`src/rtl/seg7_monitor.sv`:
```
// seg7_monitor: receive-side checker for a 7-segment bus.
// Filters glitches, decodes hex glyphs, locks onto flash/rotate animations.
module seg7_monitor #(
   parameter int STABLE_CYCLES  = 4,
   parameter int TIMEOUT_CYCLES = 50_000_000
) (
   input  logic       clk_i,
   input  logic       rst_ni,
   input  logic [6:0] seg_i,
   output logic [6:0] pattern_o,
   output logic       new_pat_o,
   output logic [3:0] digit_o,
   output logic       digit_valid_o,
   output logic       blank_o,
   output logic       mode_valid_o,
   output logic       mode_o,
   output logic [2:0] rot_pos_o
);

   localparam int SW = $clog2(STABLE_CYCLES + 1);
   localparam int TW = $clog2(TIMEOUT_CYCLES + 1);
   localparam logic [SW-1:0] STAB_MAX = SW'(STABLE_CYCLES);
   localparam logic [TW-1:0] TO_MAX   = TW'(TIMEOUT_CYCLES);

   typedef enum logic [2:0] {
      IDLE,
      FLASH_TRY,
      FLASH_LOCK,
      ROT_TRY,
      ROT_LOCK
   } state_t;

   logic [6:0]    sync1, sync2, cand, prev_pat;
   logic [SW-1:0] stab_cnt, stab_nxt;
   logic [TW-1:0] to_cnt;
   logic          reached, accept;
   logic [4:0]    dec;
   state_t        state, state_nxt;
   logic [1:0]    cnt, cnt_nxt;
   logic          flash_step, rot_step, timeout;
   logic [2:0]    pos;

   function automatic logic [4:0] hex_dec(input logic [6:0] p);
      case (p)
         7'h3F:   hex_dec = 5'h10;
         7'h06:   hex_dec = 5'h11;
         7'h5B:   hex_dec = 5'h12;
         7'h4F:   hex_dec = 5'h13;
         7'h66:   hex_dec = 5'h14;
         7'h6D:   hex_dec = 5'h15;
         7'h7D:   hex_dec = 5'h16;
         7'h07:   hex_dec = 5'h17;
         7'h7F:   hex_dec = 5'h18;
         7'h6F:   hex_dec = 5'h19;
         7'h77:   hex_dec = 5'h1A;
         7'h7C:   hex_dec = 5'h1B;
         7'h39:   hex_dec = 5'h1C;
         7'h5E:   hex_dec = 5'h1D;
         7'h79:   hex_dec = 5'h1E;
         7'h71:   hex_dec = 5'h1F;
         default: hex_dec = 5'h00;
      endcase
   endfunction

   // Accept only on the edge the count first reaches the threshold.
   always_comb begin
      stab_nxt = stab_cnt;
      reached  = 1'b0;
      if (sync2 != cand) begin
         stab_nxt = SW'(1);
         reached  = (STAB_MAX == SW'(1));
      end else if (stab_cnt != STAB_MAX) begin
         stab_nxt = stab_cnt + SW'(1);
         reached  = (stab_nxt == STAB_MAX);
      end
      accept = reached && (sync2 != pattern_o);
      dec    = hex_dec(sync2);
   end

   always_ff @(posedge clk_i or negedge rst_ni) begin
      if (!rst_ni) begin
         sync1         <= '0;
         sync2         <= '0;
         cand          <= '0;
         stab_cnt      <= '0;
         prev_pat      <= '0;
         pattern_o     <= '0;
         new_pat_o     <= 1'b0;
         digit_o       <= '0;
         digit_valid_o <= 1'b0;
         blank_o       <= 1'b1;
         to_cnt        <= '0;
      end else begin
         sync1     <= seg_i;
         sync2     <= sync1;
         cand      <= sync2;
         stab_cnt  <= stab_nxt;
         new_pat_o <= accept;
         if (accept) begin
            prev_pat      <= pattern_o;
            pattern_o     <= sync2;
            digit_valid_o <= dec[4];
            digit_o       <= dec[3:0];
            blank_o       <= (sync2 == 7'h00);
         end
         if (new_pat_o) begin
            to_cnt <= '0;
         end else if (to_cnt != TO_MAX) begin
            to_cnt <= to_cnt + TW'(1);
         end
      end
   end

   assign flash_step =
      ((prev_pat == 7'h7F) && (pattern_o == 7'h00)) ||
      ((prev_pat == 7'h00) && (pattern_o == 7'h7F));
   assign rot_step = !prev_pat[6] && $onehot(prev_pat[5:0]) &&
      (pattern_o == {1'b0, prev_pat[4:0], prev_pat[5]});
   assign timeout = (to_cnt == TO_MAX);

   always_comb begin
      case (pattern_o)
         7'h01:   pos = 3'd0;
         7'h02:   pos = 3'd1;
         7'h04:   pos = 3'd2;
         7'h08:   pos = 3'd3;
         7'h10:   pos = 3'd4;
         7'h20:   pos = 3'd5;
         default: pos = 3'd0;
      endcase
   end

   // A pattern event outranks a coincident timeout.
   always_comb begin
      state_nxt = state;
      cnt_nxt   = cnt;
      if (new_pat_o) begin
         if (flash_step) begin
            state_nxt = FLASH_TRY;
            cnt_nxt   = 2'd1;
         end else if (rot_step) begin
            state_nxt = ROT_TRY;
            cnt_nxt   = 2'd1;
         end else begin
            state_nxt = IDLE;
            cnt_nxt   = 2'd0;
         end
         unique case (state)
            FLASH_TRY: if (flash_step) begin
               state_nxt = FLASH_LOCK;
               cnt_nxt   = 2'd2;
            end
            FLASH_LOCK: if (flash_step) begin
               state_nxt = FLASH_LOCK;
               cnt_nxt   = cnt;
            end
            ROT_TRY: if (rot_step) begin
               cnt_nxt   = cnt + 2'd1;
               state_nxt = (cnt == 2'd2) ? ROT_LOCK : ROT_TRY;
            end
            ROT_LOCK: if (rot_step) begin
               state_nxt = ROT_LOCK;
               cnt_nxt   = cnt;
            end
            default: ;
         endcase
      end else if (timeout) begin
         state_nxt = IDLE;
         cnt_nxt   = 2'd0;
      end
   end

   always_ff @(posedge clk_i or negedge rst_ni) begin
      if (!rst_ni) begin
         state        <= IDLE;
         cnt          <= '0;
         mode_valid_o <= 1'b0;
         mode_o       <= 1'b0;
         rot_pos_o    <= '0;
      end else begin
         state        <= state_nxt;
         cnt          <= cnt_nxt;
         mode_valid_o <= (state_nxt == FLASH_LOCK) ||
                         (state_nxt == ROT_LOCK);
         mode_o       <= (state_nxt == ROT_LOCK);
         rot_pos_o    <= (state_nxt == ROT_LOCK) ? pos : 3'd0;
      end
   end

endmodule

```
`config.mk`:
```
export PLATFORM = sky130hd
export DESIGN_NAME = seg7_monitor
export DESIGN_NICKNAME = d
export VERILOG_FILES = /design/src/rtl/seg7_monitor.sv
export SDC_FILE = /design/constraint.sdc
export NUM_CORES = 1
export LEC_CHECK = 0
export CAP_MARGIN = 0
export CORE_MARGIN = 2
export CORE_UTILIZATION = 59
export DETAILED_ROUTE_END_ITERATION = 12
export GPL_ROUTABILITY_DRIVEN = 0
export HOLD_SLACK_MARGIN = 0.08
export PLACE_DENSITY = 0.9
export SYNTH_ARGS = -nofsm -noshare
export SYNTH_HDL_FRONTEND = slang
export SYNTH_SLANG_ARGS = --single-unit
```
`constraint.sdc`:
```
create_clock -name clk_i -period 3.77 [get_ports clk_i]
set_input_delay 0.377 -clock clk_i [delete_from_list [all_inputs] [get_ports clk_i]]
set_output_delay 0.377 -clock clk_i [all_outputs]
set_load 0.005 [all_outputs]
```
=== After elaboration in Yosys (flattened, before gate mapping) ===
Cells that the tools add are included.

* Register bits after elaboration: 81
* Input port bits: 9
* Output and inout port bits: 19
* Logic and storage cells: 107

* $add $sub $neg: 8
* Eq/ne operators: 40
* Mux-type cells: 27
* Reductions and logical operators: 16

{| class="wikitable"
|+ Operator list
! cell !! count
|-
| $eq 7x7->1 const B || 14
|-
| $pmux 5 s16 || 1
|-
| $mux 26 || 2
|-
| $mux 3 || 9
|-
| $add 26x1->26 const B || 1
|-
| $eq 26x26->1 const B || 1
|-
| $ne 26x26->1 const B || 1
|-
| $eq 7x3->1 const B || 3
|-
| $eq 7x6->1 const B || 3
|-
| $logic_not 7->1 || 3
|-
| $mux 2 || 8
|-
| $pmux 3 s5 || 1
|-
| $ne 7x7->1 || 2
|-
| $eq 3x2->1 const B || 3
|-
| $eq 3x3->1 const B || 3
|-
| $ne 3x3->1 const B || 3
|-
| $pmux 3 s3 || 1
|-
| $pmux 2 s4 || 1
|-
| $eq 7x2->1 const B || 1
|-
| $eq 7x4->1 const B || 1
|-
| $eq 7x5->1 const B || 1
|-
| $eq 7x6->1 || 1
|-
| $add 1x1->2 || 3
|-
| $eq 3x1->1 const B || 2
|-
| 12 further kinds || 22
|}

=== Depth between registers and ports, before layout ===
* Depth in word-level cells: 13
* Depth in mapped cells: 13

=== Worst setup path before layout ===
Ideal clock, no wire load.

* Kind: reg2reg
* Start point: register prev_pat[0]
* End point: register mode_valid_o
* Setup time: 80 ps
* Arrival time: 3,260 ps
* Required time: 3,690 ps
* Path slack: 431 ps
* Cell stages (with the launch flop): 13
* Period minus slack after synthesis: 3,339 ps
* Cells stage by stage: dfrtp_1 > inv_1 > fa_1 > fa_1 > inv_1 > ha_1 > fa_1 > nor3_1 > nand4_1 > nor2_1 > a211oi_1 > a211oi_4 > mux2i_1

* Word-level cells in the longest chain between the ends: 13
* Elaborated cells between the ends (all ways): 22

{| class="wikitable"
|+ Ends and longest elaborated chain
! what !! line !! text
|-
| start: declaration || 33 || <nowiki>logic [6:0] sync1, sync2, cand, prev_pat;</nowiki>
|-
| start signal: assignment || 100 || <nowiki>prev_pat <= pattern_o;</nowiki>
|-
| $add 1x1->2 (implied by the code) || 117 || <nowiki>assign rot_step = !prev_pat[6] && $onehot(prev_pat[5:0]) &&</nowiki>
|-
| $add 2x2->3 (implied by the code) || 117 ||
|-
| $add 3x2->3 (implied by the code) || 117 ||
|-
| $eq 3x1->1 || 117 ||
|-
| $logic_and 1x1->1 (2 in series) || 117 ||
|-
| $mux 2 || 141 || <nowiki>end else if (rot_step) begin</nowiki>
|-
| $mux 2 || 138 || <nowiki>if (flash_step) begin</nowiki>
|-
| $mux 3 (on tied branches) || - ||
|-
| $pmux 3 s3 (*) || 148 || <nowiki>unique case (state)</nowiki>
|-
| $mux 3 (*) || 137 || <nowiki>if (new_pat_o) begin</nowiki>
|-
| via state_nxt[1] || 38 || <nowiki>state_t state, state_nxt;</nowiki>
|-
| $eq 3x2->1 / $eq 3x3->1 (equally long branches) || 183, 184 ||
|-
| $logic_or 1x1->1 (*) || 183 || <nowiki>mode_valid_o <= (state_nxt == FLASH_LOCK) ||</nowiki>
|-
| end signal: assignment || 183 ||
|-
| end: declaration || 15 || <nowiki>output logic mode_valid_o,</nowiki>
|}

The timed path passes the listed nets; every way through them passes the cells marked *.
A chain may end at the register's enable or synchronous reset.

=== Final worst setup path ===
* Start point: register prev_pat[1]
* End point: register rot_pos_o[0]

* Elaborated cells between the ends (all ways): 21

{| class="wikitable"
|+ RTL lines
! what !! line !! text
|-
| $add 1x1->2 (implied by the code) || 117 ||
|-
| $add 2x2->3 (implied by the code) || 117 ||
|-
| $add 3x2->3 (implied by the code) || 117 ||
|-
| $eq 3x1->1 || 117 ||
|-
| $logic_and 1x1->1 || 117 ||
|-
| $logic_and 1x1->1 (*) || 117 ||
|-
| $mux 3 (on tied branches) || 161, 157 ||
|-
| $pmux 3 s3 (*) || 148 ||
|-
| $mux 3 (*) || 137 ||
|-
| via state_nxt[2] || 38 ||
|-
| $eq 3x3->1 (*) || 186 || <nowiki>rot_pos_o <= (state_nxt == ROT_LOCK) ? pos : 3'd0;</nowiki>
|-
| $mux 3 (*) || 186 ||
|-
| end signal: assignment || 186 ||
|-
| end: declaration || 17 || <nowiki>output logic [2:0] rot_pos_o</nowiki>
|}

Marked as above.

==> flow_metrics.env <==
export IMPL_drive_gt1_frac=0.1253
export IMPL_pwr_share_clk=0.347
export IMPL_clock_sink_count=81
export IMPL_design_die_area_um2=7866
export IMPL_final_setup_skew_ps=6.890
export IMPL_maxSlewViolCount=0
export IMPL_areaGrowthSynthToFinish_pct=13.51
export IMPL_grt_antenna_before_repair=0
export IMPL_setup_viol=0
export IMPL_floorplan_die_height_um=88.69
export IMPL_finish_cell_count_without_fillers=551
export IMPL_max_cap_violations=0
export IMPL_holdBufCountCts=0
export IMPL_register_share_of_total_power=0.589
export IMPL_synth_ff_type="sky130_fd_sc_hd__dfrtp_1"
export IMPL_coreArea_um2=6869
export IMPL_synth_area_top_cells="sky130_fd_sc_hd__dfrtp_1 (47%), sky130_fd_sc_hd__xnor2_1 (4.8%), sky130_fd_sc_hd__xor2_1 (4.8%), sky130_fd_sc_hd__nor2_1 (3.1%), sky130_fd_sc_hd__mux2_2 (2.9%)"
export IMPL_r2r_end="rot_pos_o[0]"
export IMPL_drc=0
export IMPL_synth_edf_count=0
export IMPL_rsz0062_at_grt="true"
export IMPL_cts_max_path_buffers=2
export IMPL_share_of_the_synthesized_area_in_the_top_cell_type=0.4731
export IMPL_synth_async_sr_flop_share=1.000
export IMPL_max_slew_margin_rel=0.2234
export IMPL_fp_dieW_um=88.69
export IMPL_synthesis_instances=428
export IMPL_timing_worst_slew_pin_value_ps=1165
export IMPL_vdd_ir_drop_max_mv=0.2341
export IMPL_tritoncts="built"
export IMPL_detail_route_iter0_violations=210
export IMPL_rr_startpoint="prev_pat[1]"
export IMPL_ys_ff_latch=81
export IMPL_worst_ep_arrival_time_ps=3900
export IMPL_crit_required_ps=4030
export IMPL_grt_overflow_total=0
export IMPL_min_period_over_period=0.9659
export IMPL_buffer_ports_inserted=27
export IMPL_floorplan_rows=30
export IMPL_antennaDiodeCount=0
export IMPL_rrSetupSlack_ps=130
export IMPL_drt_met1_wl_mm=3.735
export IMPL_total_placed_cells_including_tap_cells=526
export IMPL_path_class="reg -> reg"
export IMPL_cp_buffers_inverters=3
export IMPL_timing_critical_path_to_type="register"
export IMPL_grtUsageTotal=0.2354
export IMPL_synth_area_per_cell_um2=9.887
export IMPL_power_switching_share=0.2580
export IMPL_worst_path_max_fanout=5
export IMPL_dr_wl_met3_um=365
export IMPL_power_density_nw_per_um2=340.2
export IMPL_post_synth_num_cell_types=57
export IMPL_maximum_number_of_pins_on_one_net_before_global_route_repair=82
export IMPL_timing_critical_path_slowest_cell_delay_ps=500
export IMPL_met2RoutedLength_mm=4.213
export IMPL_synth_warnings=0
export IMPL_grt_pass1_wl_mm=14.37
export IMPL_final_nets=471
export IMPL_cpLargestDelayFamily="adder cells"
export IMPL_initial_utilization=0.6160
export IMPL_wire_per_inst_um=15.34
export IMPL_switching_power_uw=421.7
export IMPL_power_report_internal_total_uw=1212
export IMPL_syn_num_nets=449
export IMPL_detailed_placement_hpwl_mm=5.555
export IMPL_share_comb_of_total_power=0.065
export IMPL_worstSetupStartpointType="register"
export IMPL_min_path_type="in -> async"
export IMPL_grt_pass1_vias=3162
export IMPL_clk_transition_reported_paths_ps=80
export IMPL_crit_path_cell_trace="inv_2 > fa_1 > fa_1 > inv_1 > ha_2 > fa_1 > nor2b_1 > nand4_1 > nor2_4 > a31oi_4 > inv_2 > o211ai_1 > nor4_1"
export IMPL_drtAntennaViolNets=0
export IMPL_clock_root_cell="sky130_fd_sc_hd__clkbuf_8"
export IMPL_period_minus_slack_ps=3642
export IMPL_clk_latency_ps=360
export IMPL_io_pins=28
export IMPL_maxUsedRoutingLayer="met4"
export IMPL_synthesis_area_um2=4232
export IMPL_seq_area_frac_synth=0.4793
export IMPL_timing_hold_violations_final=0
export IMPL_worst_path_max_delay_cell="sky130_fd_sc_hd__fa_1"
export IMPL_wl_mm=8.450
export IMPL_critical_path_most_common_cell="sky130_fd_sc_hd__fa_1"
export IMPL_max_freq_mhz=274.6
export IMPL_power_leakage_uw=0.002018
export IMPL_cell_taking_the_most_area_after_synthesis="sky130_fd_sc_hd__dfrtp_1"
export IMPL_via_per_instance_ratio=5.978
export IMPL_detail_route_first_pass_iterations=4
export IMPL_cts_buffers_inserted=9
export IMPL_htreeDepth=3
export IMPL_reg2regPathDepth=13
export IMPL_total_power_uw=1634
export IMPL_vias=3294
export IMPL_run_status="complete, no violations"
==> area by class of cell <==
class / count / area, um^2
Tap cell: 96 / 120.1
Sequential cell: 81 / 2028
Clock inverter: 4 / 28.78
Timing Repair Buffer: 38 / 350.3
Fill cell: 486 / 2066
Multi-Input combinational cell: 296 / 2041
Clock buffer: 12 / 145.1
Inverter: 24 / 90.09
==> worst reg2reg max path: stages, from the launching register on <==
cell                       delay [ps]
sky130_fd_sc_hd__dfrtp_1          400
sky130_fd_sc_hd__inv_2             70
sky130_fd_sc_hd__fa_1             500
sky130_fd_sc_hd__fa_1             500
sky130_fd_sc_hd__inv_1             50
sky130_fd_sc_hd__ha_2             160
sky130_fd_sc_hd__fa_1             440
sky130_fd_sc_hd__nor2b_1          140
sky130_fd_sc_hd__nand4_1          240
sky130_fd_sc_hd__nor2_4           260
sky130_fd_sc_hd__a31oi_4          120
sky130_fd_sc_hd__inv_2            120
sky130_fd_sc_hd__o211ai_1         190
sky130_fd_sc_hd__nor4_1           340
==> placed cells by master (no fill, tap or decap), types with 9 or more instances in the layout <==
master and count:
sky130_fd_sc_hd__nand2_1 31, sky130_fd_sc_hd__o21ai_0 19, sky130_fd_sc_hd__xnor2_1 23, sky130_fd_sc_hd__dfrtp_1 80
sky130_fd_sc_hd__clkbuf_8 10, sky130_fd_sc_hd__a21oi_1 13, sky130_fd_sc_hd__nor4_1 9, sky130_fd_sc_hd__inv_1 21
sky130_fd_sc_hd__nor2_1 34, sky130_fd_sc_hd__buf_4 12, sky130_fd_sc_hd__clkdlybuf4s50_1 26, sky130_fd_sc_hd__xor2_1 23
sky130_fd_sc_hd__nand4_1 14, sky130_fd_sc_hd__nand3_1 18, sky130_fd_sc_hd__mux2_2 11
==> power groups by stage <==
stage | Combinational [uW] | Sequential, uW | Clock (uW)
global route | 120 | 971 | 616
CTS | 107 | 960 | 574
finish | 105 | 962 | 567
detailed placement | 106 | 977 | 0
floorplan | 81.5 | 952 | 0
global placement | 101 | 974 | 0
==> routing by layer <==
layer,GRT usage,vias to the layer above
met5,0,-
met4,0.1006,0
met3,0.04291,12
met2,0.3765,89
met1,0.3164,1658
li1,-,1535
==> state kept, by name, indices dropped and copies added (netlist names), 4 cells and up <==
register,count
sync1,7
sync2,7
prev_pat,7
to_cnt,26
cand,7
digit_o,4
pattern_o,7
==> through the flow <==
| step | instance area [um^2] | utilization | setup slack (ps) | setup TNS [ps] | hold WS [ps] |
|---|---|---|---|---|---|
| 6_report | 4803 | 0.6993 | 128.4 | 0 | 162.6 |
| 5_1_grt | 4803 | 0.6993 | -55.51 | -69.63 | 236.0 |
| 4_1_cts | 4702 | 0.6845 | 47.89 | 0 | 213.5 |
| 3_5_place_dp | 4526 | 0.6588 | 4.358 | 0 | 335.8 |
| 3_3_place_gp | 4526 | 0.6588 | 255.1 | 0 | 331.3 |
| 2_1_floorplan | 4232 | - | 430.7 | 0 | 81.41 |
==> repair_timing <==
| item | in CTS | in global routing |
|---|---|---|
| pin swaps | 0 | 7 |
| setup buffers | 0 | 9 |
| setup endpoints to repair | 2 | 5 |
| resized for setup | 1 | 9 |
==> worst max-delay path by stage <==
stage	from	endpoint	depth (start not counted)
6_report	prev_pat[1]	rot_pos_o[0]	13
2_1_floorplan	prev_pat[0]	mode_valid_o	12
5_1_grt	prev_pat[1]	rot_pos_o[0]	13
3_5_place_dp	prev_pat[0]	rot_pos_o[2]	13
3_3_place_gp	prev_pat[0]	mode_valid_o	12
4_1_cts	prev_pat[0]	rot_pos_o[2]	13
==> cells by family (layout without fill, tap and decap cells) <==
family | Yosys count | in the layout | share of synthesized area
buffers and inverters | 51 | 78 | 0.04820
AOI/OAI and AO/OA | 65 | 65 | 0.1032
muxes | 13 | 13 | 0.03400
and+or+nand+nor | 159 | 159 | 0.1966
xor gates and xnor gates | 46 | 46 | 0.09521
DFF | 81 | 81 | 0.4793
adders and majority gates | 13 | 13 | 0.04347
==> synth_stat cells (7+ instances only) <==
cell,number
sky130_fd_sc_hd__nand3_1,18
sky130_fd_sc_hd__o21ai_0,19
sky130_fd_sc_hd__xnor2_1,23
sky130_fd_sc_hd__mux2_2,11
sky130_fd_sc_hd__nand4_1,14
sky130_fd_sc_hd__dfrtp_1,80
sky130_fd_sc_hd__nand2_1,31
sky130_fd_sc_hd__nor4_1,10
sky130_fd_sc_hd__xor2_1,23
sky130_fd_sc_hd__clkbuf_1,21
sky130_fd_sc_hd__or3_1,7
sky130_fd_sc_hd__nand2b_1,8
sky130_fd_sc_hd__nor2_1,35
sky130_fd_sc_hd__ha_1,9
sky130_fd_sc_hd__inv_1,24
sky130_fd_sc_hd__a21oi_1,13
sky130_fd_sc_hd__nor3_1,7
Power figures use the tool's default switching activity.
